[config.mk]
export PLATFORM = sky130hd
export DESIGN_NAME = mem_access_unit
export DESIGN_NICKNAME = d
export VERILOG_FILES = /design/src/rtl/mem_access_unit.sv
export SDC_FILE = /design/constraint.sdc
export NUM_CORES = 1
export LEC_CHECK = 0
export CELL_PAD_IN_SITES_DETAIL_PLACEMENT = 1
export CELL_PAD_IN_SITES_GLOBAL_PLACEMENT = 1
export CORE_MARGIN = 5
export CORE_UTILIZATION = 30
export DETAILED_ROUTE_END_ITERATION = 10
export PLACE_DENSITY_LB_ADDON = 0.3
export SYNTH_ARGS = -nofsm -noshare
export SYNTH_HDL_FRONTEND = slang
export SYNTH_SLANG_ARGS = --single-unit
[constraint.sdc]
create_clock -name clk -period 3.95 [get_ports clk]
set_input_delay 0.5925 -clock clk [delete_from_list [all_inputs] [get_ports clk]]
set_output_delay 0.5925 -clock clk [all_outputs]
set_load 0.01 [all_outputs]
[src/rtl/mem_access_unit.sv]
// Load/store unit bridging the pipeline's memory stage to a ready/valid memory bus.
// Handles byte-lane alignment, load extension, bus timeout and the pipeline stall.
module mem_access_unit #(
  parameter int unsigned TIMEOUT = 255
) (
  input  logic        clk,
  input  logic        rst_n,
  input  logic        MemRead,
  input  logic        MemWrite,
  input  logic [31:0] addr,
  input  logic [31:0] wdata,
  input  logic [1:0]  size,
  input  logic        load_signed,
  output logic [31:0] Mem_data,
  output logic        mem_stall,
  output logic        mem_done,
  output logic        mem_err,
  output logic        bus_req,
  output logic        bus_we,
  output logic [31:0] bus_addr,
  output logic [3:0]  bus_be,
  output logic [31:0] bus_wdata,
  input  logic        bus_ready,
  input  logic [31:0] bus_rdata
);

  localparam int unsigned CW = ($clog2(TIMEOUT + 1) > 9) ? $clog2(TIMEOUT + 1) : 9;

  typedef enum logic [1:0] {IDLE, BUSY, DONE} state_t;

  state_t        state, state_nxt;
  logic [CW-1:0] cnt;
  logic [1:0]    lat_off, lat_size;
  logic          lat_signed, lat_write, lat_to;

  logic          align_ok, req_valid, req_err, timeout_hit;
  logic [3:0]    be_nxt;
  logic [31:0]   wdata_nxt, shifted, load_val;

  always_comb begin
    align_ok  = 1'b0;
    be_nxt    = '0;
    wdata_nxt = '0;
    case (size)
      2'b00: begin
        align_ok  = 1'b1;
        be_nxt    = 4'b0001 << addr[1:0];
        wdata_nxt = {4{wdata[7:0]}};
      end
      2'b01: begin
        align_ok  = ~addr[0];
        be_nxt    = addr[1] ? 4'b1100 : 4'b0011;
        wdata_nxt = {2{wdata[15:0]}};
      end
      2'b10: begin
        align_ok  = (addr[1:0] == 2'b00);
        be_nxt    = 4'b1111;
        wdata_nxt = wdata;
      end
      default: align_ok = 1'b0;
    endcase
    req_valid = (MemRead ^ MemWrite) & align_ok;
    req_err   = (MemRead | MemWrite) & ~req_valid;
  end

  // Right-justify the addressed lanes, then truncate/extend to the latched size.
  always_comb begin
    shifted = bus_rdata >> {lat_off, 3'b000};
    case (lat_size)
      2'b00:   load_val = {{24{lat_signed & shifted[7]}}, shifted[7:0]};
      2'b01:   load_val = {{16{lat_signed & shifted[15]}}, shifted[15:0]};
      default: load_val = shifted;
    endcase
  end

  assign timeout_hit = (cnt == CW'(TIMEOUT - 1));

  always_comb begin
    state_nxt = state;
    mem_stall = 1'b0;
    mem_done  = 1'b0;
    mem_err   = 1'b0;
    case (state)
      IDLE: begin
        if (req_valid) begin
          mem_stall = 1'b1;
          state_nxt = BUSY;
        end else if (req_err) begin
          mem_err = 1'b1;
        end
      end
      BUSY: begin
        mem_stall = 1'b1;
        if (bus_ready || timeout_hit) state_nxt = DONE;
      end
      DONE: begin
        mem_done  = 1'b1;
        mem_err   = lat_to;
        state_nxt = IDLE;
      end
      default: state_nxt = IDLE;
    endcase
  end

  always_ff @(posedge clk or negedge rst_n) begin
    if (!rst_n) state <= IDLE;
    else        state <= state_nxt;
  end

  always_ff @(posedge clk or negedge rst_n) begin
    if (!rst_n) begin
      cnt        <= '0;
      Mem_data   <= '0;
      bus_req    <= 1'b0;
      bus_we     <= 1'b0;
      bus_addr   <= '0;
      bus_be     <= '0;
      bus_wdata  <= '0;
      lat_off    <= '0;
      lat_size   <= '0;
      lat_signed <= 1'b0;
      lat_write  <= 1'b0;
      lat_to     <= 1'b0;
    end else begin
      case (state)
        IDLE: begin
          if (req_valid) begin
            cnt        <= '0;
            bus_req    <= 1'b1;
            bus_we     <= MemWrite;
            bus_addr   <= {addr[31:2], 2'b00};
            bus_be     <= be_nxt;
            bus_wdata  <= wdata_nxt;
            lat_off    <= addr[1:0];
            lat_size   <= size;
            lat_signed <= load_signed;
            lat_write  <= MemWrite;
            lat_to     <= 1'b0;
          end
        end
        BUSY: begin
          if (bus_ready) begin
            bus_req <= 1'b0;
            if (!lat_write) Mem_data <= load_val;
          end else if (timeout_hit) begin
            bus_req  <= 1'b0;
            Mem_data <= '0;
            lat_to   <= 1'b1;
          end else begin
            cnt <= cnt + CW'(1);
          end
        end
        default: ;
      endcase
    end
  end

endmodule

---- After elaboration in Yosys (flattened, before gate mapping) ----
Cells that the tools add are included.
operators by class
  add/sub/neg operators ................... 1
  eq/ne operators ......................... 13
  shift-type cells ........................ 2
  mux-type cells .......................... 29
  bitwise gates (word level) .............. 8
  reductions and logical operators ........ 13
operators by type and width
  operator               number
  $mux W32               3
  $pmux W32 S3           1
  $pmux W32 S2           1
  $shr A32 B5 Y32        1
  $mux W9                3
  $pmux W9 S2            1
  $ne A2 B2 Y1 const B   6
  $pmux W4 S3            1
  $mux W1                10
  $add A9 B1 Y9 const B  1
  $eq A9 B8 Y1 const B   1
  $logic_not A2 Y1       4
  $pmux W1 S2            4
  $reduce_and A4 Y1      2
  $eq A2 B1 Y1 const B   3
  $reduce_and A3 Y1      2
  $and A1 B1 Y1          4
  $eq A2 B2 Y1 const B   2
  $mux W2                2
  $mux W4                1
  $pmux W2 S2            1
  $reduce_and A2 Y1      2
  $reduce_bool A2 Y1     2
  $shl A1 B2 Y4 const A  1
  other kinds (6)        7
storage, ports and cells
  bits in registers ....................... 117
  bits of input ports ..................... 104
  output and inout port bits .............. 105
  logic and storage cells ................. 78

---- Depth between registers and ports, before layout ----
Gate-level depths: netlist of run 1.
  depth in word-level cells ............... 8
  mapped depth ............................ 7
  gate-level depth less buffers ........... 6

---- Worst setup path after synthesis of run 1 ----
No wires, ideal clock.
  kind .................................... input port to output port
  start ................................... input port MemRead
  end ..................................... output port mem_err
  arrival time ............................ 1.333 ns
  data required time ...................... 3.357 ns
  setup slack ............................. 2.025 ns
  cell stages on the path ................. 5
  buffers on the path ..................... 0
  cell sequence ........................... inv_1 ha_1 o21ai_0 a22oi_1 nor2_1
on the way
  cells in the longest elaborated chain, start to end .. 7
  elaborated cells on any way between the ends .. 8
  those cells by class .................... 3 x mux; 5 x bitwise
RTL lines
  item             line  text
  start, declared  8     input logic MemRead,
  $xor A1 B1 Y1    62    req_valid = (MemRead ^ MemWrite) & align_ok;
  $and A1 B1 Y1    62
  $not A1 Y1       63    req_err = (MemRead | MemWrite) & ~req_valid;
  $and A1 B1 Y1    63
  $mux W1          88    end else if (req_err) begin
  $mux W1 *        85    if (req_valid) begin
  $pmux W1 S2 *    83    case (state)
  end, declared    17    output logic mem_err,
Every way passes the cells marked *; elsewhere a longest branch is shown, timed or not.

---- Worst setup path in the final report of run 1 ----
  start ................................... input port addr[1]
  end ..................................... output port mem_stall
on the way
  cells in the longest elaborated chain, start to end .. 5
RTL lines
  item              line  text
  start, declared   10    input logic [31:0] addr,
  $logic_not A2 Y1  56    align_ok = (addr[1:0] == 2'b00);
  $pmux W1 S3       44    case (size)
  $and A1 B1 Y1     62
  $mux W1           85
  $pmux W1 S2       83
  end, declared     15    output logic mem_stall,
Every way passes these cells.

==> results.sh, run 1 <==
export IMPL_outcome="complete, no violations"
export IMPL_finalNonFillerCells=1026
export IMPL_portBuffers=206
export IMPL_period_share_pct=81.2
export IMPL_crit_type="input pin to primary output"
export IMPL_cts_max_level=4
export IMPL_dieArea_um2=21300
export IMPL_whs_ps=327
export IMPL_antenna_found_initial=1
export IMPL_fin_worst_skew_ps=8.33
export IMPL_ios=209
export IMPL_p_leak_nw=3.73
export IMPL_r2r_end="Mem_data[9]"
export IMPL_clkTransAtPathRegs_ps=50
export IMPL_cts_hold_buf=0
export IMPL_finalSetupViolCount=0
export IMPL_grt_overflow=0
export IMPL_drtIter0Drc=181
export IMPL_power_mw=5.63
export IMPL_area_delta_synth_final_pct=51.4
export IMPL_synth_ff_type="dfrtp_1"
export IMPL_vdd_drop_max_mv=0.304
export IMPL_drv_slew=0
export IMPL_cp_max_fo=6
export IMPL_grt_pass1_wl_um=31800
export IMPL_synth_seq_cells=117
export IMPL_cts_resized=0
export IMPL_net_switching_power_mw=1.85
export IMPL_crit_path_end_kind="primary output"
export IMPL_cap_violations=0
export IMPL_hold_viol_final=0
export IMPL_clk_latency_ps=420
export IMPL_combPwrFrac_pct=37.6
export IMPL_synth_largest_area_cell="dfrtp_1"
export IMPL_cp_required_ps=3360
export IMPL_cts_root_buf="clkbuf_16"
export IMPL_critPathCapture="mem_stall"
export IMPL_synth_cells=591
export IMPL_gp_congestion=0.821
export IMPL_maxSlewHeadroom_pct=32.6
export IMPL_dp_hpwl_um=14100
export IMPL_hold_path_class="input pin to async pin"
export IMPL_die_h_um=146
export IMPL_ant_nets=0
export IMPL_nets=892
export IMPL_yosysSeqAreaShare_pct=52.9
export IMPL_nFillCells=2018
export IMPL_rsz0062_at_grt="no"
export IMPL_startpoint="addr[1]"
export IMPL_internal_power_mw=3.78
export IMPL_routedWlPerCell_um=18.9
export IMPL_n_antenna_cell=0
export IMPL_drt_pass1_iter_count=6
export IMPL_rows=49
export IMPL_worstPathArrival_ps=2610
export IMPL_synth_edff_count=0
export IMPL_clock_path_buffers=2
export IMPL_via_per_inst=5.03
export IMPL_grt_pass1_vias=5673
export IMPL_drive_gt1_share_pct=6.27
export IMPL_synthTopCellsByArea="dfrtp_1 (53%), nand2_1 (10%), mux2i_1 (4.7%)"
export IMPL_clock_sinks=117
export IMPL_register_area_um2=2930
export IMPL_multiInputGateArea_um2=2400
export IMPL_synth_warnings=0
export IMPL_tns_ps=0
export IMPL_synth_cell_type_count=49
export IMPL_worst_pin_slew_ps=1010
export IMPL_fp_dieW_um=146
export IMPL_r2r_setup_slack_ps=1640
export IMPL_syn_cell_area_um2=5540
export IMPL_drt_total_wl_um=19400
export IMPL_cts_made_buffers=17
export IMPL_track_usage_pct=18.6
export IMPL_coreArea_um2=18100
export IMPL_power_frac_seq_pct=35.4
export IMPL_clkPwrFrac_pct=27.0
export IMPL_start_kind="input pin"
export IMPL_power_density_nw_per_um2=671
export IMPL_start_util_pct=30.6
export IMPL_cts_tree="built"
export IMPL_vias=5159
export IMPL_yosysTopAreaCellShare_pct=52.9
export IMPL_post_cts_buffers=0
export IMPL_ff2ff_path_depth=4
export IMPL_ys_async_sr_fraction_pct=100
export IMPL_drc=0
export IMPL_finalCriticalPeriod_ps=3210
export IMPL_fmax_mhz=312
export IMPL_swShare_pct=32.9
export IMPL_syn_area_per_cell_um2=9.37
export IMPL_worstReg2RegStart="lat_off[1]"
export IMPL_grt_max_degree=79
export IMPL_dp_cells=995
## sequential cells by signal, summed over array words and instances, names as in the netlist
register	cells
bus_req	1
lat_signed	1
Mem_data	32
lat_size	2
bus_be	4
lat_off	2
lat_write	1
lat_to	1
state	2
bus_addr	30
cnt	9
bus_wdata	32
## area by class of cell
cell class,instances,share of cell area [%]
Tap cell,229,3.42
Inverter,8,0.358
Clock buffer,22,5.65
Sequential cell,117,34.9
Timing Repair Buffer,215,25.8
Clock inverter,9,1.22
Multi-Input combinational cell,426,28.6
## cells by family (layout without fill, tap and decap cells)
kind of cell,count (synthesis),count (layout),synth area share [%]
AND/OR/NAND/NOR,256,256,19.9
adder cells (fa/ha/maj),3,3,0.678
buffers and inverters,49,254,4.11
XOR/XNOR,5,5,0.791
other,1,2,0.0677
flip-flops,117,117,52.9
multiplexers,28,28,5.31
AO/OA/AOI/OAI,132,132,16.2
## placed cells by master, fill, tap and decap left out, drive strengths merged, types with 2 or more instances in the layout
cell and instances:
clkdlybuf4s50 205, nand2 151, dfrtp 117, nor2 63, o21ai 48, mux2i 26, a21oi 22, clkbuf 22
a211o 15, nand3b 10, buf 10, nor2b 9, a221oi 9, a211oi 9, a221o 8, inv 7
a32o 7, o211ai 6, nand3 6, xor2 5, clkinv 5, nand4 3, and3 3, ha 3
clkinvlp 3, o31ai 2, or4 2, or3 2, conb 2, bufinv 2
## critical path, cell delays in order
cell,delay (ps)
clkdlybuf4s50_1,500
nor3_1,480
o21ai_0,270
a21oi_1,210
clkdlybuf4s50_1,560
## cells in the mapped netlist, types with 8 or more instances
| cell | number |
|---|---|
| nand2_1 | 151 |
| mux2i_1 | 26 |
| a221oi_1 | 9 |
| a211oi_1 | 8 |
| o21ai_0 | 47 |
| nor2_1 | 63 |
| nor2b_1 | 9 |
| buf_2 | 11 |
| a21oi_1 | 22 |
| dfrtp_1 | 117 |
| clkbuf_1 | 16 |
| a221o_1 | 8 |
| a211o_1 | 15 |
| nand3b_1 | 10 |
## worst min path at each step
stage                      start  slack, ps      endpoint  cells after the start
floorplan                  rst_n        300   Mem_data[0]                      0
global placement    bus_addr[13]        460  bus_addr[13]                      2
detailed placement  bus_addr[28]        470  bus_addr[28]                      2
CTS                        rst_n        360  Mem_data[14]                      1
global route               rst_n        410  Mem_data[14]                      1
finish                     rst_n        330  Mem_data[14]                      1
## per-stage QoR
stage / setup slack, ps / utilization [%] / instance area [µm²]
final: 744 / 46.4 / 8390
after floorplan: 2020 / - / 5540
after global routing: 625 / 46.4 / 8390
after global placement: 867 / 43.2 / 7810
after CTS: 750 / 46.4 / 8390
after detailed placement: 757 / 43.2 / 7810
## layer usage
metal / wire, µm / global-route usage, % / vias to the layer above / share of wire (%)
met5: 20 / 0 / - / 0.10
met4: 290 / 5.60 / 2 / 1.5
li1: - / - / 2427 / -
met3: 1650 / 8.00 / 22 / 8.5
met1: 8110 / 22.5 / 2534 / 42
met2: 9360 / 30.4 / 174 / 48
## power groups by stage
| stage | sequential [mW] | clock, mW | combinational, mW |
|---|---|---|---|
| 3_3_place_gp | 1.99 | 0 | 2.09 |
| 2_1_floorplan | 2.09 | 0 | 0.781 |
| 6_report | 1.99 | 1.52 | 2.11 |
| 3_5_place_dp | 2.02 | 0 | 2.14 |
| 5_1_grt | 2.06 | 1.61 | 2.30 |
| 4_1_cts | 2.00 | 1.56 | 2.15 |
Note: power is estimated with default switching activity, not from simulation.
==> run 2: changes to the inputs <==
clock period = 3.19 ns   (was 3.95 ns; I/O delays follow)
==> run 2 against run 1 <==
Net effect: combinational power increased by 26%; non-clock buffer count rose by 7; highest routed layer unchanged; clock-buffer cell count grew 1.
==> results.sh, run 2 (synthesis gave the netlist of run 1 again) <==
export IMPL_outcome="complete, no violations"
export IMPL_clkPwrFrac_pct=27.2
export IMPL_dp_cells=1002
export IMPL_hold_viol_final=0
export IMPL_ios=209
export IMPL_dpl_worst_slack_ps=369
export IMPL_multiInputGateArea_um2=2400
export IMPL_final_common_cell="clkdlybuf4s50_1"
export IMPL_drt_pass1_iter_count=4
export IMPL_internal_power_mw=4.73
export IMPL_clk_latency_ps=410
export IMPL_cap_violations=0
export IMPL_grt_max_degree=68
export IMPL_finalCriticalPeriod_ps=2810
export IMPL_routedWlPerCell_um=18.5
export IMPL_final_cell_mix="clkdlybuf4s50_1 (205), nand2_1 (151), dfrtp_1 (117), nor2_1 (63), o21ai_0 (47)"
export IMPL_ff2ff_path_depth=4
export IMPL_combPwrFrac_pct=38.0
export IMPL_r2r_end="Mem_data[31]"
export IMPL_dp_hpwl_um=14300
export IMPL_finalNonFillerCells=1033
export IMPL_clock_sinks=117
export IMPL_swShare_pct=32.4
export IMPL_grt_pass1_vias=5588
export IMPL_register_area_um2=2930
export IMPL_cts_resized=0
export IMPL_post_cts_buffers=0
export IMPL_finalSetupViolCount=0
export IMPL_start_kind="input pin"
export IMPL_clkTransAtPathRegs_ps=50
export IMPL_crit_type="input pin to primary output"
export IMPL_die_h_um=146
export IMPL_crit_path_end_kind="primary output"
export IMPL_drtIter0Drc=164
export IMPL_worstPathArrival_ps=2340
export IMPL_setup_slack_ps=376
export IMPL_rsz0062_at_grt="no"
export IMPL_tns_ps=0
export IMPL_nFillCells=2043
export IMPL_n_antenna_cell=0
export IMPL_r2r_setup_slack_ps=1000
export IMPL_fin_worst_skew_ps=8.17
export IMPL_gp_congestion=0.813
export IMPL_cts_root_buf="clkbuf_16"
export IMPL_start_util_pct=30.6
export IMPL_drc=0
export IMPL_antenna_found_initial=1
export IMPL_largestRegisters="Mem_data x32, bus_wdata x32, bus_addr x30"
export IMPL_area_delta_synth_final_pct=52.3
export IMPL_clock_path_buffers=2
export IMPL_cts_max_level=4
export IMPL_drv_slew=0
export IMPL_cts_hold_buf=0
export IMPL_coreArea_um2=18100
export IMPL_maxSlewHeadroom_pct=40.7
export IMPL_via_per_inst=5.05
export IMPL_power_density_nw_per_um2=829
export IMPL_grt_pass1_wl_um=30700
export IMPL_dieArea_um2=21300
export IMPL_rows=49
export IMPL_vias=5219
export IMPL_portBuffers=206
export IMPL_worstReg2RegStart="state[1]"
export IMPL_cp_max_fo=6
export IMPL_grt_overflow=0
export IMPL_cts_made_buffers=17
export IMPL_cts_tree="built"
export IMPL_period_share_pct=88.2
export IMPL_drt_total_wl_um=19100
export IMPL_worst_pin_slew_ps=889
export IMPL_power_frac_seq_pct=34.8
export IMPL_hold_path_class="input pin to async pin"
export IMPL_fp_dieW_um=146
export IMPL_cp_required_ps=2710
export IMPL_ant_nets=0
export IMPL_drive_gt1_share_pct=7.21
export IMPL_whs_ps=198
export IMPL_nets=899
export IMPL_fmax_mhz=355
export IMPL_net_switching_power_mw=2.26
export IMPL_vdd_drop_max_mv=0.388
export IMPL_p_leak_nw=3.77
export IMPL_track_usage_pct=18.0
run 2: changes by cell type in the layout (fill, tap and decap cells not counted), sizes merged:
cell and delta:
buf +7, clkbuf +1, clkinv -1
run 2: area by class of cell:
type	instances	area share, %
multi-input combinational	426	28.5
timing repair buffer	222	26.0
clock buffer	23	5.90
tap	229	3.40
clock inverter	8	1.16
inverter	8	0.356
sequential	117	34.7
run 2: worst max-delay path, cell delays in order:
cell and delay [ps]:
clkdlybuf4s50_1 570, a21oi_1 170, o21ai_0 330, a22oi_1 110
nor2_1 140, clkdlybuf4s50_1 550
run 2: routing by layer:
metal  global-route usage (%)  part of all wire (%)  vias up
li1                         -                     -     2448
met1                     21.1                    41     2561
met2                     29.7                    48      182
met3                     7.85                   9.3       26
met4                     5.79                   1.9        2
met5                        0                 0.068        -
run 2: worst max-delay path by stage:
stage	slack (ps)	cells past startpoint	start	endpoint
after floorplan	1490	5	MemRead	mem_err
after global placement	470	6	addr[0]	mem_err
after detailed placement	370	6	addr[0]	mem_err
after CTS	360	6	addr[0]	mem_err
after global routing	280	6	size[0]	mem_err
final	380	6	addr[0]	mem_err
run 2: power groups by stage:
stage	Clock [mW]	Combinational, mW	Sequential, mW
2_1_floorplan	0	0.967	2.58
4_1_cts	1.95	2.71	2.44
3_3_place_gp	0	2.63	2.43
6_report	1.90	2.66	2.43
5_1_grt	2.02	2.89	2.51
3_5_place_dp	0	2.69	2.46
run 2: stage by stage:
step	power (mW)	util, %	instance area [µm²]
floorplan	3.55	-	5540
global placement	5.06	43.3	7840
detailed placement	5.15	43.3	7840
CTS	7.10	46.6	8430
global route	7.42	46.6	8430
finish	6.99	46.6	8430
==> run 3: changes to the inputs <==
ABC_AREA = 1   (was unset)
CTS_BUF_LIST = sky130_fd_sc_hd__clkbuf_8 sky130_fd_sc_hd__clkbuf_16   (was unset)
CTS_CLUSTER_SIZE = 25   (was unset)
==> run 3 against run 2 <==
Net effect: power up 0.89%; synthesized cell count up 34%; wire length up 5.3%; non-clock buffer count down 4; final area up 3.9%; first-iteration DRC count up 41%; utilization down 1.2 points.
==> results.sh, run 3 <==
export IMPL_drv_slew=0
export IMPL_die_h_um=149
export IMPL_hold_path_class="input pin to async pin"
export IMPL_start_kind="input pin"
export IMPL_synth_cells=791
export IMPL_synth_ff_type="dfrtp_1"
export IMPL_portBuffers=206
export IMPL_drt_met1_wl_um=9010
export IMPL_power_density_nw_per_um2=805
export IMPL_antenna_found_initial=0
export IMPL_clock_sinks=117
export IMPL_cp_max_fo=10
export IMPL_crit_path_end_kind="primary output"
export IMPL_cts_resized=0
export IMPL_n_antenna_cell=0
export IMPL_vdd_drop_max_mv=0.357
export IMPL_post_dp_cell_area_um2=8110
export IMPL_power_mw=7.05
export IMPL_rows=51
export IMPL_dp_cells=1232
export IMPL_yosysSeqAreaShare_pct=50.2
export IMPL_dieArea_um2=22300
export IMPL_largestRegisters="Mem_data x32, bus_wdata x32, bus_addr x30"
export IMPL_combPwrFrac_pct=37.0
export IMPL_worstReg2RegStart="lat_off[0]"
export IMPL_net_switching_power_mw=2.33
export IMPL_crit_type="input pin to primary output"
export IMPL_cts_tree="built"
export IMPL_tns_ps=0
export IMPL_dp_hpwl_um=14700
export IMPL_grt_max_degree=118
export IMPL_period_share_pct=87.6
export IMPL_cts_made_buffers=17
export IMPL_worstPathArrival_ps=2320
export IMPL_clkPwrFrac_pct=30.1
export IMPL_vias=5794
export IMPL_finalNonFillerCells=1264
export IMPL_drt_pass1_iter_count=4
export IMPL_drtIter0Drc=232
export IMPL_r2r_end="Mem_data[28]"
export IMPL_grt_pass1_wl_um=32200
export IMPL_top_layer="met4"
export IMPL_synth_edff_count=0
export IMPL_clk_latency_ps=410
export IMPL_via_per_inst=4.58
export IMPL_grt_overflow=0
export IMPL_cap_violations=0
export IMPL_power_frac_seq_pct=32.9
export IMPL_hold_viol_final=0
export IMPL_final_cell_mix="nand2_1 (410), clkdlybuf4s50_1 (205), dfrtp_1 (117), nand3_1 (48), o21ai_0 (44)"
export IMPL_start_util_pct=30.2
export IMPL_ios=209
export IMPL_routed_wl_met2_um=9690
export IMPL_ys_async_sr_fraction_pct=100
export IMPL_nets=1093
export IMPL_final_common_cell="nand2_1"
export IMPL_r2r_setup_slack_ps=1040
export IMPL_cts_max_level=4
export IMPL_area_delta_synth_final_pct=50.3
export IMPL_syn_area_per_cell_um2=7.37
export IMPL_cp_required_ps=2710
export IMPL_synthTopCellsByArea="dfrtp_1 (50%), nand2_1 (26%), nand3_1 (4.1%)"
export IMPL_synth_warnings=0
export IMPL_synth_most_common_cell="nand2_1"
export IMPL_swShare_pct=33.1
export IMPL_worst_pin_slew_ps=688
export IMPL_drt_total_wl_um=20100
export IMPL_grt_pass1_vias=6005
export IMPL_gp_congestion=0.790
export IMPL_fp_dieW_um=149
export IMPL_internal_power_mw=4.72
export IMPL_finalSetupViolCount=0
export IMPL_ant_nets=0
export IMPL_nFillCells=2366
export IMPL_rsz0062_at_grt="no"
export IMPL_routedWlPerCell_um=15.9
export IMPL_synth_largest_area_cell="dfrtp_1"
export IMPL_fmax_mhz=358
export IMPL_drc=0
export IMPL_ff2ff_path_depth=9
export IMPL_met3_length_um=1120
export IMPL_finalCriticalPeriod_ps=2790
export IMPL_post_cts_buffers=0
export IMPL_drive_gt1_share_pct=5.61
export IMPL_cts_root_buf="clkbuf_16"
export IMPL_p_leak_nw=4.26
export IMPL_fin_area_um2=8760
export IMPL_cts_hold_buf=0
export IMPL_fin_worst_skew_ps=5.17
export IMPL_coreArea_um2=19300
export IMPL_maxSlewHeadroom_pct=54.0
export IMPL_yosysTopAreaCellShare_pct=50.2
export IMPL_outcome="complete, no violations"
export IMPL_clock_path_buffers=2
export IMPL_track_usage_pct=18.3
export IMPL_synthTopCellsByCount="nand2_1 (410), dfrtp_1 (117), nand3_1 (48)"
export IMPL_clkTransAtPathRegs_ps=60
export IMPL_syn_cell_area_um2=5830
export IMPL_synth_cell_type_count=30
export IMPL_synth_seq_cells=117
-- run 3: cell count changes after synthesis, moves of 10 or more --
cell,previous run,this run
nand3b_1,10,0
inv_1,7,28
mux2i_1,26,0
nand2_1,151,410
nand3_1,5,48
a211o_1,15,0
nor2_1,63,36
-- run 3: final cells by class --
class	count	area [µm²]	area share [%]
inverter	33	124	1.41
clock inverter	12	185	2.11
tap	265	332	3.78
clock buffer	20	467	5.33
timing repair buffer	218	2170	24.8
sequential	117	2930	33.4
multi-input combinational	599	2550	29.1
-- run 3: kinds of logic (layout without fill, tap and decap cells) --
family	count (synthesis)	after routing	synth area share, %
and+or+nand+nor	506	506	34.7
DFF	117	117	50.2
adders and majority gates	3	3	0.644
buffers and inverters	76	283	6.22
xor gates and xnor gates	3	3	0.451
AOI/OAI and AO/OA	85	85	7.73
other	1	2	0.0643
-- run 3: metal layers --
metal  vias to the layer above  global-route usage [%]
met3                        19                    4.74
met1                      2771                    23.8
met4                         0                    4.90
met5                         -                       0
li1                       2871                       -
met2                       133                    30.2
-- run 3: how the worst max path moves through the flow --
| stage | from | to | slack, ps | depth (start not counted) |
|---|---|---|---|---|
| 2_1_floorplan | MemWrite | mem_stall | 1280 | 6 |
| 3_3_place_gp | size[0] | mem_err | 430 | 8 |
| 3_5_place_dp | size[0] | mem_err | 360 | 8 |
| 4_1_cts | size[0] | mem_err | 350 | 8 |
| 5_1_grt | size[0] | mem_err | 260 | 8 |
| 6_report | size[0] | mem_err | 400 | 8 |
-- run 3: stage by stage --
stage	hold slack [ps]	setup slack, ps	util [%]
floorplan	183	1280	-
global placement	454	429	42.1
detailed placement	460	358	42.1
CTS	71.9	347	45.5
global route	97.3	263	45.5
finish	65.0	396	45.5
-- run 3: power groups by stage --
stage	combinational (mW)	sequential, mW	clock (mW)
5_1_grt	2.88	2.40	2.25
3_3_place_gp	2.62	2.33	0
2_1_floorplan	1.02	2.49	0
3_5_place_dp	2.66	2.34	0
6_report	2.61	2.32	2.12
4_1_cts	2.68	2.33	2.16
-- run 3: worst max-delay path: stages --
cell             delay, ps
clkdlybuf4s50_1        540
inv_2                   80
nand2_2                190
nand2_1                160
nand3_1                100
nand2_1                 50
o21ai_0                140
clkdlybuf4s50_1        560
